`config.mk`:
```
export PLATFORM = sky130hd
export DESIGN_NAME = seg7_scan_ctrl
export DESIGN_NICKNAME = d
export VERILOG_FILES = /design/src/rtl/seg7_scan_ctrl.sv
export SDC_FILE = /design/constraint.sdc
export NUM_CORES = 1
export LEC_CHECK = 0
export ABC_AREA = 0
export CORE_MARGIN = 1
export CORE_UTILIZATION = 30
export CTS_CLUSTER_DIAMETER = 30
export DETAILED_ROUTE_END_ITERATION = 10
export GPL_TIMING_DRIVEN = 0
export HOLD_SLACK_MARGIN = 0.12
export SLEW_MARGIN = 20
export SYNTH_ARGS = -nofsm -noshare
export SYNTH_HDL_FRONTEND = slang
export SYNTH_SLANG_ARGS = --single-unit
```
`constraint.sdc`:
```
create_clock -name clk -period 5 [get_ports clk]
set_input_delay 1 -clock clk [delete_from_list [all_inputs] [get_ports clk]]
set_output_delay 1 -clock clk [all_outputs]
set_load 0.01 [all_outputs]
```
`src/rtl/seg7_scan_ctrl.sv`:
```
// seg7_scan_ctrl
//   Time-multiplexed seven-segment display controller. Scans NUM_DIGITS
//   digits, spending CLK_DIV clk cycles on each digit. Every digit shows the
//   hex value (0-F) of its nibble in data, plus an optional decimal point.
//
//   Scan state:
//   - div_cnt: the cycle position within the current digit slot.
//   - idx: the digit being shown.
//   - Shadow copies of data/dp_in/blank, so the digits shown are always one
//     consistent snapshot of the inputs.
//
//   The shadows load on the first enabled cycle after reset. After that they
//   load only when the scan wraps from the last digit back to digit 0, so an
//   input change never reaches the pins part-way through a frame.
//
//   For the first GUARD cycles of each slot every anode is off. This gives
//   the previous digit's drivers time to turn off before the next digit
//   lights, which prevents ghosting.
//
//   All outputs are registered. They show the scan state of the previous
//   cycle.
//
// Ports
//   clk    system clock
//   rst    synchronous reset, active-high; takes priority over en
//   en     scan enable; while low the scan position is frozen and the
//          anodes are off
//   data   nibble k is the hex value of digit k (digit 0 in the LSBs)
//   dp_in  bit k lights the decimal point of digit k
//   blank  bit k forces digit k dark (segments and decimal point)
//   seg    segments a..g on seg[0]..seg[6]
//   dp     decimal point
//   an     digit select; one-hot or none
module seg7_scan_ctrl #(
   parameter int NUM_DIGITS     = 8,
   parameter int CLK_DIV        = 100000,
   parameter int GUARD          = 2,
   parameter int SEG_ACTIVE_LOW = 0,
   parameter int AN_ACTIVE_LOW  = 1
) (
   input  logic                    clk,
   input  logic                    rst,
   input  logic                    en,
   input  logic [4*NUM_DIGITS-1:0] data,
   input  logic [NUM_DIGITS-1:0]   dp_in,
   input  logic [NUM_DIGITS-1:0]   blank,
   output logic [6:0]              seg,
   output logic                    dp,
   output logic [NUM_DIGITS-1:0]   an
);

   localparam int CW = (CLK_DIV > 1) ? $clog2(CLK_DIV) : 1;
   localparam int IW = (NUM_DIGITS > 1) ? $clog2(NUM_DIGITS) : 1;

   // XOR masks that turn an active-high output vector into pin polarity.
   localparam logic [6:0]            SEG_POL = (SEG_ACTIVE_LOW != 0) ? 7'h7F : 7'h00;
   localparam logic                  DP_POL  = (SEG_ACTIVE_LOW != 0);
   localparam logic [NUM_DIGITS-1:0] AN_POL  = (AN_ACTIVE_LOW != 0) ? '1 : '0;

   logic [CW-1:0]           div_cnt;
   logic [IW-1:0]           idx;
   logic [4*NUM_DIGITS-1:0] sh_data;
   logic [NUM_DIGITS-1:0]   sh_dp;
   logic [NUM_DIGITS-1:0]   sh_blank;
   logic                    load_pend;   // shadows still need their first load

   logic                    slot_wrap;
   logic                    frame_wrap;
   logic [3:0]              cur_nib;
   logic                    cur_dp;
   logic                    cur_blank;
   logic [NUM_DIGITS-1:0]   cur_sel;
   logic                    lit;
   logic [6:0]              seg_hex;
   logic [6:0]              seg_next;
   logic                    dp_next;
   logic [NUM_DIGITS-1:0]   an_next;

   assign slot_wrap  = (div_cnt == CW'(CLK_DIV - 1));
   assign frame_wrap = slot_wrap && (idx == IW'(NUM_DIGITS - 1));

   // Select the current digit by comparing idx with each digit number.
   // Comparing against each constant keeps every select in range, whatever
   // the value of NUM_DIGITS.
   always_comb begin
      cur_nib   = 4'h0;
      cur_dp    = 1'b0;
      cur_blank = 1'b1;
      cur_sel   = '0;
      for (int k = 0; k < NUM_DIGITS; k++) begin
         if (idx == IW'(k)) begin
            cur_nib    = sh_data[k*4 +: 4];
            cur_dp     = sh_dp[k];
            cur_blank  = sh_blank[k];
            cur_sel[k] = 1'b1;
         end
      end
   end

   always_comb begin
      seg_hex = 7'h00;
      unique case (cur_nib)
         4'h0: seg_hex = 7'h3F;
         4'h1: seg_hex = 7'h06;
         4'h2: seg_hex = 7'h5B;
         4'h3: seg_hex = 7'h4F;
         4'h4: seg_hex = 7'h66;
         4'h5: seg_hex = 7'h6D;
         4'h6: seg_hex = 7'h7D;
         4'h7: seg_hex = 7'h07;
         4'h8: seg_hex = 7'h7F;
         4'h9: seg_hex = 7'h6F;
         4'hA: seg_hex = 7'h77;
         4'hB: seg_hex = 7'h7C;
         4'hC: seg_hex = 7'h39;
         4'hD: seg_hex = 7'h5E;
         4'hE: seg_hex = 7'h79;
         4'hF: seg_hex = 7'h71;
         default: seg_hex = 7'h00;
      endcase
   end

   // en gates only the anodes. While the scan is frozen, the segment lines
   // keep showing the frozen digit, but with no anode selected it stays dark.
   always_comb begin
      lit      = !cur_blank && (div_cnt >= CW'(GUARD));
      seg_next = lit ? seg_hex : 7'h00;
      dp_next  = lit && cur_dp;
      an_next  = (lit && en) ? cur_sel : '0;
   end

   always_ff @(posedge clk) begin
      if (rst) begin
         div_cnt   <= '0;
         idx       <= '0;
         sh_data   <= '0;
         sh_dp     <= '0;
         sh_blank  <= '0;
         load_pend <= 1'b1;
         seg       <= SEG_POL;
         dp        <= DP_POL;
         an        <= AN_POL;
      end else begin
         seg <= seg_next ^ SEG_POL;
         dp  <= dp_next ^ DP_POL;
         an  <= an_next ^ AN_POL;
         if (en) begin
            load_pend <= 1'b0;
            if (load_pend || frame_wrap) begin
               sh_data  <= data;
               sh_dp    <= dp_in;
               sh_blank <= blank;
            end
            if (slot_wrap) begin
               div_cnt <= '0;
               idx     <= frame_wrap ? '0 : idx + IW'(1);
            end else begin
               div_cnt <= div_cnt + CW'(1);
            end
         end
      end
   end

endmodule
```
==> flow_metrics.tcl <==
set metrics [dict create \
    grt_use_met2_pct 24.2 \
    first_iter_violations 160 \
    async_reset_ff_share_pct 0 \
    syn_nets 510 \
    via_per_inst 4.71 \
    dr.pass1.iters 4 \
    required_ps 5270 \
    combinationalPowerShare_pct 11.4 \
    grt_pass1_vias 3188 \
    crit_arrival_ps 3880 \
    die_x_um 117 \
    num_rows 41 \
    track_usage_pct 14.6 \
    reg2reg_from "idx[0]" \
    synth_top_area_cell "dfxtp_1" \
    p_per_area_nw_per_um2 298 \
    crit_path_end "seg[0]" \
    clockBufferDepth 2 \
    swShare_pct 24.5 \
    synth_cells 444 \
    post-synth-top-count-cell "dfxtp_1" \
    setup_tns_ps 0 \
    drt_wl_total_mm 9.63 \
    rsz0062_at_grt "no" \
    ant_nets 0 \
    finalInstanceArea_um2 5120 \
    peakVddDrop_uv 171 \
    drive_gt1_share_pct 6.87 \
    grt_pass1_wl_mm 16.0 \
    yosysSeqAreaShare_pct 42.6 \
    reg2regPathDepth 12 \
    io_buffers 64 \
    antenna_found_initial 0 \
    cp-end-kind "register" \
    tightest_slew_ps 630 \
    globalRoute.busiestLayer "met2" \
    ys_top_cells_by_area "dfxtp_1, mux2i_1, nor2_1" \
    yosysWarnings 0 \
    leakagePower_nw 1.97 \
    cp_slowest_stage_delay_ps 550 \
    area_growth_pct 28.4 \
    pre_cts_slack_ps 1410 \
    crit_chain "ha_1 -> buf_2 -> clkbuf_1 -> a21oi_1 -> a2111oi_0 -> o22ai_1 -> a2bb2oi_1 -> inv_1 -> ha_1 -> or3_1 -> a2bb2oi_1 -> o2bb2ai_1" \
    hold_slack_ps 452 \
    gp_congestion 0.860 \
    io-pin-count 67 \
    fp.dieArea_um2 13800 \
    p_int_mw 1.15 \
    antennaDiodeCount 0 \
    final_core_util_pct 40.1 \
    grt_max_degree 15 \
    slew_headroom_pct 57.8 \
    dp.cells 680 \
    holdBufCountCts 0 \
    cts_tree "built" \
    synth.avg_cell_area_um2 8.99 \
    finalHoldViolCount 0 \
    grt_use_met3_pct 3.02 \
    hpwl_mm 7.23 \
    maxSlewViolCount 0 \
    setup_viol 0 \
    finalNetCount 585 \
    critPathLaunchType "register" \
    clock-skew-final_ps 9.01 \
    synthesis.area_um2 3990 \
    overflow 0 \
    initial_core_util_pct 31.2 \
    post_drt_wl_per_cell_um 13.8 \
    clkSinkCount 85 \
    clk_latency_ps 340 \
    status "finished clean" \
    cp_slowest_cell "a2bb2oi_1" \
    pwr-share-seq_pct 47.6 \
    ys_types 50 \
    cts-root-buf "clkbuf_16" \
    startpoint "idx[0]" \
    num_vias 3279 \
    fin_crit_ps 3610 \
    numCtsBuffers 9 \
    core-area_um2 12800 \
    finalNonFillerCells 696 \
    pwr-share-clk_pct 41.0 \
    period_share_pct 72.3 \
    setup_ws_ps 1390 \
    ys.flop_type "dfxtp_1" \
    htreeDepth 3 \
    power.switching_mw 0.374 \
    synth_top_area_share_pct 42.6 \
    post-route-drc-count 0 \
    clkTransAtPathRegs_ps 60 \
    worst-path-max-fanout 10 \
    max_freq_mhz 277 \
    grtUsageMet1_pct 18.1 \
    post-cts-setup-buffers 0 \
    r2r-end "seg[0]" \
    cts_resized 0 \
    cap_violations 0 \
    critPathKind "reg -> reg" \
    hold_class "reg -> reg" \
    ys_top_cells_by_count "dfxtp_1, nor2_1, mux2i_1" \
    synth_edf_count 0 \
    die_y_um 117 \
    dpl_cell_area_um2 4850 \
    ys_ff_latch 85 \
    power.total_mw 1.53 \
    r2r_slack_ps 1390 \
]
[kinds of logic (layout without fill, tap and decap cells)]
| logic type | count (synthesis) | after routing | share of synthesized area, % |
|---|---|---|---|
| AO/OA/AOI/OAI | 53 | 53 | 8.90 |
| XOR/XNOR | 17 | 17 | 3.73 |
| adder cells (fa/ha/maj) | 15 | 15 | 4.70 |
| buffers and inverters | 42 | 122 | 5.05 |
| flip-flops | 85 | 85 | 42.6 |
| multiplexers | 56 | 56 | 14.5 |
| AND/OR/NAND/NOR | 176 | 176 | 20.5 |
[worst min path at each step]
stage               startpoint   endpoint  slack, ps  cells past startpoint
CTS                   sh_dp[7]         dp        460                      2
detailed placement   load_pend  load_pend        450                      1
global placement     load_pend  load_pend        440                      1
global route          sh_dp[7]         dp        500                      2
floorplan             sh_dp[7]         dp        430                      2
finish                sh_dp[7]         dp        450                      2
[cells in the final DEF, fill, tap and decap left out, types with 10 or more instances in the layout]
cell type | netlist | routed
dfxtp_1 | 85 | 85
nor2_1 | 83 | 83
clkdlybuf4s50_1 | 0 | 64
mux2i_1 | 52 | 52
nand2_1 | 32 | 32
clkbuf_1 | 17 | 17
ha_1 | 15 | 15
inv_1 | 13 | 13
xor2_1 | 13 | 13
nand3_1 | 12 | 12
a21oi_1 | 11 | 11
nor2b_1 | 10 | 10
[registers in the layout (all words and copies together), names as in the netlist]
register   count
sh_dp          8
div_cnt       17
seg            7
dp             1
an             8
sh_blank       8
idx            3
load_pend      1
sh_data       32
[power by group through the flow]
stage	registers [mW]	clock network (mW)	logic (mW)
after floorplan	0.739	0	0.0992
after CTS	0.727	0.640	0.176
after global routing	0.730	0.671	0.192
after detailed placement	0.742	0	0.175
after global placement	0.741	0	0.172
final	0.727	0.626	0.175
[metal layers]
| layer | share of wire [%] | vias up | routed length (µm) |
|---|---|---|---|
| met5 | 0 | - | 0 |
| met4 | 1.8 | 0 | 175 |
| met3 | 4.4 | 11 | 420 |
| met2 | 47 | 63 | 4560 |
| met1 | 47 | 1536 | 4480 |
| li1 | - | 1669 | - |
[cell type report]
cell class / instances / area (µm²)
Clock buffer: 10 / 239
Timing Repair Buffer: 64 / 641
Sequential cell: 85 / 1700
Fill cell: 1242 / 7650
Tap cell: 172 / 215
Buffer: 29 / 153
Multi-Input combinational cell: 317 / 2090
Inverter: 13 / 48.8
Clock inverter: 6 / 38.8
[critical path, delay by kind of cell (launching register included)]
family                   cells  cell delay [ps]
buffers and inverters        3              790
adder cells (fa/ha/maj)      2              430
AO/OA/AOI/OAI                6             1550
flip-flops                   1              400
AND/OR/NAND/NOR              1              360
Note: power is estimated with default switching activity, not from simulation.
